**src/rtl/ssd_display_engine.sv**
```systemverilog
// Status-word display stage: sequential double-dabble (or hex passthrough) into a committed
// digit buffer, scanned onto a 4-digit common-anode display. Option: SSD_LEADING_ZERO_BLANK_EN.
module ssd_display_engine #(
  parameter int REFRESH_DIV = 10000,
  localparam int VALUE_W = 16
) (
  input  logic               clk,
  input  logic               reset,
  input  logic [VALUE_W-1:0] value,
  input  logic               value_valid,
  input  logic               hex_mode,
  output logic               busy,
  output logic               overflow,
  output logic [3:0]         an,
  output logic [6:0]         cathode
);

  localparam int CW = (REFRESH_DIV > 2) ? $clog2(REFRESH_DIV) : 1;

  typedef enum logic [1:0] {IDLE, CONV, COMMIT} state_t;
  state_t state, state_nxt;

  logic [VALUE_W-1:0] work_val, pend_val, shift_reg, start_val;
  logic               work_hex, pend_hex, pending, start_now, start_hex;
  logic [19:0]        bcd;
  logic [3:0]         shift_cnt;
  logic [15:0]        digits;
  logic [3:0]         blank;
  logic [1:0]         scan_idx;
  logic [CW-1:0]      refresh_cnt;

  function automatic logic [19:0] add3(input logic [19:0] b);
    logic [19:0] r;
    r = b;
    for (int i = 0; i < 5; i++)
      if (r[i*4 +: 4] >= 4'd5) r[i*4 +: 4] = r[i*4 +: 4] + 4'd3;
    return r;
  endfunction

  function automatic logic [6:0] seg7(input logic [3:0] d);
    case (d)
      4'h0: seg7 = 7'b1000000;
      4'h1: seg7 = 7'b1111001;
      4'h2: seg7 = 7'b0100100;
      4'h3: seg7 = 7'b0110000;
      4'h4: seg7 = 7'b0011001;
      4'h5: seg7 = 7'b0010010;
      4'h6: seg7 = 7'b0000010;
      4'h7: seg7 = 7'b1111000;
      4'h8: seg7 = 7'b0000000;
      4'h9: seg7 = 7'b0010000;
      4'hA: seg7 = 7'b0001000;
      4'hB: seg7 = 7'b0000011;
      4'hC: seg7 = 7'b1000110;
      4'hD: seg7 = 7'b0100001;
      4'hE: seg7 = 7'b0000110;
      default: seg7 = 7'b0001110;
    endcase
  endfunction

  always_ff @(posedge clk or negedge reset) begin
    if (!reset) state <= IDLE;
    else        state <= state_nxt;
  end

  // A fresh strobe in IDLE takes priority over the pending slot.
  always_comb begin
    state_nxt = state;
    start_now = 1'b0;
    start_val = value;
    start_hex = hex_mode;
    case (state)
      IDLE: begin
        if (value_valid) begin
          start_now = 1'b1;
        end else if (pending) begin
          start_now = 1'b1;
          start_val = pend_val;
          start_hex = pend_hex;
        end
        if (start_now) state_nxt = start_hex ? COMMIT : CONV;
      end
      CONV:    if (shift_cnt == 4'd15) state_nxt = COMMIT;
      COMMIT:  state_nxt = IDLE;
      default: state_nxt = IDLE;
    endcase
  end

  assign busy = (state != IDLE);

`ifdef SSD_LEADING_ZERO_BLANK_EN
  logic [3:0] blank_nxt;
  always_comb begin
    blank_nxt    = 4'b0000;
    blank_nxt[3] = !work_hex && (bcd[15:12] == 4'd0);
    blank_nxt[2] = blank_nxt[3] && (bcd[11:8] == 4'd0);
    blank_nxt[1] = blank_nxt[2] && (bcd[7:4] == 4'd0);
  end

  always_ff @(posedge clk or negedge reset) begin
    if (!reset)                blank <= 4'b0000;
    else if (state == COMMIT)  blank <= blank_nxt;
  end
`else
  assign blank = 4'b0000;
`endif

  // The digit buffer is only written in COMMIT, so it never shows a partial conversion.
  always_ff @(posedge clk or negedge reset) begin
    if (!reset) begin
      work_val  <= '0;
      work_hex  <= 1'b0;
      pend_val  <= '0;
      pend_hex  <= 1'b0;
      pending   <= 1'b0;
      shift_reg <= '0;
      bcd       <= '0;
      shift_cnt <= '0;
      digits    <= '0;
      overflow  <= 1'b0;
    end else begin
      if (state == IDLE && start_now) begin
        work_val  <= start_val;
        work_hex  <= start_hex;
        shift_reg <= start_val;
        bcd       <= '0;
        shift_cnt <= '0;
        pending   <= 1'b0;
      end else if (busy && value_valid) begin
        pend_val <= value;
        pend_hex <= hex_mode;
        pending  <= 1'b1;
      end
      if (state == CONV) begin
        {bcd, shift_reg} <= {add3(bcd), shift_reg} << 1;
        shift_cnt        <= shift_cnt + 4'd1;
      end
      if (state == COMMIT) begin
        if (work_hex) begin
          digits   <= work_val;
          overflow <= 1'b0;
        end else begin
          digits   <= bcd[15:0];
          overflow <= (bcd[19:16] != 4'd0);
        end
      end
    end
  end

  always_ff @(posedge clk or negedge reset) begin
    if (!reset) begin
      refresh_cnt <= '0;
      scan_idx    <= '0;
      an          <= 4'b1111;
      cathode     <= 7'b1111111;
    end else begin
      if (refresh_cnt == CW'(REFRESH_DIV - 1)) begin
        refresh_cnt <= '0;
        scan_idx    <= scan_idx + 2'd1;
      end else begin
        refresh_cnt <= refresh_cnt + 1'b1;
      end
      an      <= ~(4'b0001 << scan_idx);
      cathode <= blank[scan_idx] ? 7'b1111111 : seg7(digits[{scan_idx, 2'b00} +: 4]);
    end
  end

endmodule
```
**config.mk**
```make
export PLATFORM = sky130hd
export DESIGN_NAME = ssd_display_engine
export DESIGN_NICKNAME = d
export VERILOG_FILES = /design/src/rtl/ssd_display_engine.sv
export SDC_FILE = /design/constraint.sdc
export NUM_CORES = 1
export LEC_CHECK = 0
export CAP_MARGIN = 20
export CELL_PAD_IN_SITES_DETAIL_PLACEMENT = 0
export CELL_PAD_IN_SITES_GLOBAL_PLACEMENT = 1
export CORE_ASPECT_RATIO = 1.5
export CORE_MARGIN = 2
export CORE_UTILIZATION = 44
export CTS_CLUSTER_SIZE = 20
export DETAILED_ROUTE_END_ITERATION = 6
export PLACE_DENSITY = 0.72
export SYNTH_ARGS = -nofsm -noshare
export SYNTH_HDL_FRONTEND = slang
export SYNTH_SLANG_ARGS = --single-unit
```
**constraint.sdc**
```tcl
create_clock -name clk -period 2.5 [get_ports clk]
set_input_delay 0.25 -clock clk [delete_from_list [all_inputs] [get_ports clk]]
set_output_delay 0.25 -clock clk [all_outputs]
set_load 0.01 [all_outputs]
```
* After elaboration in Yosys (flattened, before gate mapping)
Memory sizes are Yosys's and may differ from the RTL's. A register that Yosys moved wholly into a read port is not among the register bits.
Index checks and enable logic that the tools add are counted.
** Operators by class
- Multiplexer cells :: 31
- Add/subtract/negate cells :: 8
- Reduce and logical (&&, ||, !) cells :: 10
- Bitwise gates (word level) :: 2
- $lt $le $gt $ge :: 5
- Equality and inequality tests :: 6
- Shifts and indexed selects :: 2
** Operator list (count)
- $mux 16 :: 6
- $mux 20 :: 2
- $mux 4 :: 6
- $ge 4x3->1 const B :: 5
- $add 4x2->4 const B :: 4
- $shiftx 16x5->4 :: 1
- $add 14x1->14 const B :: 1
- $eq 14x14->1 const B :: 1
- $mux 14 :: 1
- $mux 1 :: 11
- $mux 2 :: 3
- $reduce_bool 2->1 :: 3
- $add 4x1->4 const B :: 1
- $eq 4x4->1 const B :: 1
- $not 4->4 :: 1
- $pmux 2 s2 :: 1
- $reduce_and 2->1 :: 2
- $reduce_bool 4->1 :: 1
- $shl 1x2->4 const A :: 1
- $add 3x2->3 const B :: 1
- $mux 3 :: 1
- $add 2x1->2 const B :: 1
- $eq 2x1->1 const B :: 1
- $eq 2x2->1 const B :: 1
- other kinds (6) :: 7
** Storage, ports and cells
- Memories kept :: 1
- Input port bits :: 20
- Bits in read-only memories :: 112
- Register bits after elaboration :: 114
- Output and inout bits :: 13
- Logic and storage cells :: 79
** Memories
- (no name shown) :: depth 16, width 7, rd ports 1, clocked after memory_dff 1, write ports 0, RTL line 41 : case (d)

* Depth between registers and ports, before layout
- Depth in word-level cells :: 7
- Gate-level depth with buffers :: 7
- Mapped depth without buffers :: 6

* Least setup slack after synthesis
No wires, ideal clock.
- Path kind :: register to register
- From :: reg scan_idx[0]
- To :: reg cathode[0]
- Library setup time :: 0.091 ns
- Cell stages (with the launch flop) :: 7
- Arrival :: 1.728 ns
- Path slack :: 0.681 ns
- Data required time :: 2.409 ns
- Path buffers :: 1
- Period minus slack after synthesis :: 1.819 ns
- Cell sequence :: dfrtp_1 -> buf_6 -> mux4_1 -> inv_1 -> ha_1 -> inv_1 -> o31ai_1
** Between the ends
- Word-level cells in the longest chain between the ends :: 1
** Ends and longest elaborated chain
- start: declaration :: RTL line 29 : logic [1:0] scan_idx;
- start signal: assignment :: RTL line 159 : scan_idx <= scan_idx + 2'd1;
- $shiftx 16x5->4 :: RTL line 164 : cathode <= blank[scan_idx] ? 7'b1111111 : seg7(digits[{scan_idx, 2'b00} +: 4]);
- end: declaration :: RTL line 15 : output logic [6:0] cathode
No other way between the ends.
A chain may end at the register's enable or synchronous reset.

* Worst setup path after layout
- From :: reg state[0]
- To :: out busy
** Between the ends
- Word-level cells in the longest chain between the ends :: 1
** Ends and longest elaborated chain
- start: declaration :: RTL line 21 : state_t state, state_nxt;
- start signal: assignment :: RTL line 63 : else state <= state_nxt;
- $reduce_bool 2->1 :: RTL line 89 : assign busy = (state != IDLE);
- end: declaration :: RTL line 12 : output logic busy,
No other way between the ends.

==> flow_summary.yaml <==
timing:
  maxSlewHeadroom_pct: 63.2
  fin_setup_tns_ns: 0
  whs_ns: 0.353
  fmax_mhz: 471
  rsz0062_at_grt: "no"
  setup_violations: 0
  fin_crit_ns: 2.12
  layout_setup_ws_ns: 0.376
  finalHoldViolCount: 0
  clock_skew_ns: 0.0126
  fin_crit_sh_pct: 84.9
  slew_violations: 0
  tightest_slew_ns: 0.551
detailed_routing:
  drc: 0
  dr.first_iter.drc_count: 235
  drt-vias-per-instance: 5.33
  drtPass1Iterations: 4
  routed_wl_um: 11800
  postRouteAntennaNets: 0
  num_vias: 4053
  wire_per_inst_um: 15.5
synth:
  yosys.cell_count.top_type: "dfrtp_1"
  synth_area_leaders: "dfrtp_1 (48%), nand2_1 (6.1%), o21ai_0 (6.1%)"
  syn_avg_cell_area_um2: 10.4
  synth-async-reset-ratio_pct: 100
  synth_top_area_share_pct: 47.6
  syn_area_um2: 5790
  syn-num-nets: 596
  synth_seq_cells: 121
  synth_commonest_cells: "dfrtp_1 (110), nand2_1 (94), o21ai_0 (70)"
  synth-main-ff-cell: "dfrtp_1"
  synth_seq_area_share_pct: 52.6
  yosys.area.top_type: "dfrtp_1"
  syn_inst: 554
  yosys.cell_types.count: 47
  synth_edf_count: 0
  yosys_warnings: 0
grt:
  grt_pass1_wl_um: 19700
  grt_pass1_vias: 4139
  antenna_found_initial: 0
  grt_max_degree: 60
  grt_overflow: 0
  track_usage_pct: 17.7
critical_path:
  crit_required_ns: 2.25
  reg2reg_slack_ns: 0.45
  critPathCaptureType: "primary output"
  worst-setup-path-type: "reg2out"
  reg2reg_depth: 5
  r2r-end: "cathode[0]"
  path_max_fanout: 18
  regToRegStartpoint: "scan_idx[0]"
  cp-start-kind: "register"
  crit_start: "state[0]"
  cp.arrival_ns: 1.87
power_and_ir_drop:
  p_per_area_nw_per_um2: 1100
  finalPower_uw: 7580
  p_leak_uw: 0.00301
  ir_worst_vdd_uv: 520
finish:
  final_cells: 761
  diodes: 0
  areaGrowthSynthToFinish_pct: 18.6
  regMostFlops: "bcd"
  drive_above_1_share_pct: 14.6
  fillers: 1127
  largest_reg_flops: 20
  nets: 631
placement:
  pre_cts_slack_ns: 0.443
  hpwl_um: 8390
  io_buffers: 32
  dp.cells: 727
  gp_congestion: 0.792
floorplanning:
  initial_utilization_pct: 44.9
  die_h_um: 144
  design.core.area_um2: 12900
  dieArea_um2: 14100
  ioPinCount: 33
  die_w_um: 97.6
  rows: 51
cts:
  postCtsSetupRepairBufs: 0
  clock_latency_ns: 0.41
  cts_tree: "yes"
  clock_sinks: 121
  clkSlewWorstSetupHoldPaths_ns: 0.06
  cts_root_buffer: "clkbuf_16"
  cts.htree.levels: 4
  clock_path_buffers: 2
  cts_resized: 0
  cts_made_buffers: 17
  hold_buffers: 1
status:
  status: "completed"
min_path:
  hp-class: "in2async"
job:
  max_cap_violations: 0
## layer usage
layer  share of wire [%]  global-route usage, %  vias to the layer above  wire (um)
li1                    -                      -                     1987          -
met3                 3.2                   4.54                       17        375
met1                  42                   20.0                     1977       4960
met4                 2.1                   6.94                        0        248
met5                   0                      0                        -          0
met2                  53                   31.9                       72       6180
## cells by family (layout without fill, tap and decap cells)
kind of cell / after synthesis / count (layout) / share of synthesized area [%]
xor gates and xnor gates: 19 / 19 / 2.88
DFF: 121 / 121 / 52.6
buffers and inverters: 52 / 100 / 3.85
AOI/OAI and AO/OA: 134 / 134 / 14.0
adders and majority gates: 22 / 22 / 4.76
and+or+nand+nor: 158 / 158 / 12.1
muxes: 48 / 48 / 9.80
## through the flow
stage	area [um2]	util, %
after CTS	6850	53.2
after detailed placement	6260	48.6
after floorplan	5790	-
final	6860	53.2
after global placement	6260	48.6
after global routing	6860	53.2
## area by class of cell
type	count	area, um2	area share (%)
Sequential cell	121	3040	44.3
Clock buffer	17	425	6.20
Clock inverter	15	151	2.21
Tap cell	159	199	2.90
Inverter	22	82.6	1.20
Multi-Input combinational cell	381	2520	36.8
Timing Repair Buffer	46	438	6.38
## power by group
group / internal (uW) / switching (uW) / leakage, uW
clock: 1400 / 970 / 0.000275
sequential: 2600 / 382 / 0.00153
combinational: 978 / 1240 / 0.00120
## worst max-delay path by stage
stage	to	slack (ns)	cells after the start
2_1_floorplan	cathode[0]	0.68	6
3_3_place_gp	cathode[0]	0.43	5
3_5_place_dp	cathode[0]	0.44	5
4_1_cts	busy	0.35	3
5_1_grt	busy	0.27	3
6_report	busy	0.38	3
## worst max-delay path, stage by stage, from the launching register on
cell	delay, ns
dfrtp_1	0.42
nor2_2	0.30
inv_2	0.21
clkdlybuf4s50_1	0.53
## cells in the final DEF (no fill, tap or decap), types with 2 or more instances in the layout
master / Yosys / routed
a22o_1: 5 / 5
nand3_1: 12 / 12
and3_1: 3 / 3
nand2_1: 94 / 94
clkinvlp_4: 0 / 3
dfstp_2: 11 / 11
inv_1: 21 / 21
a21o_1: 3 / 3
nand2b_1: 10 / 10
a22oi_1: 16 / 16
nor2b_1: 6 / 6
xnor2_1: 12 / 12
o21a_1: 17 / 17
nor3_1: 8 / 8
clkbuf_16: 0 / 17
dfrtp_1: 110 / 110
mux4_2: 3 / 3
inv_6: 0 / 10
ha_1: 22 / 22
o31ai_1: 5 / 5
nor2_1: 13 / 13
a31oi_1: 2 / 2
o21ai_0: 70 / 70
clkdlybuf4s50_1: 0 / 31
mux2i_1: 21 / 21
o21ai_1: 5 / 5
xor2_1: 7 / 7
a21oi_1: 6 / 6
buf_4: 1 / 13
nand4_1: 3 / 3
mux2_2: 22 / 22
Power figures use the tool's default switching activity.
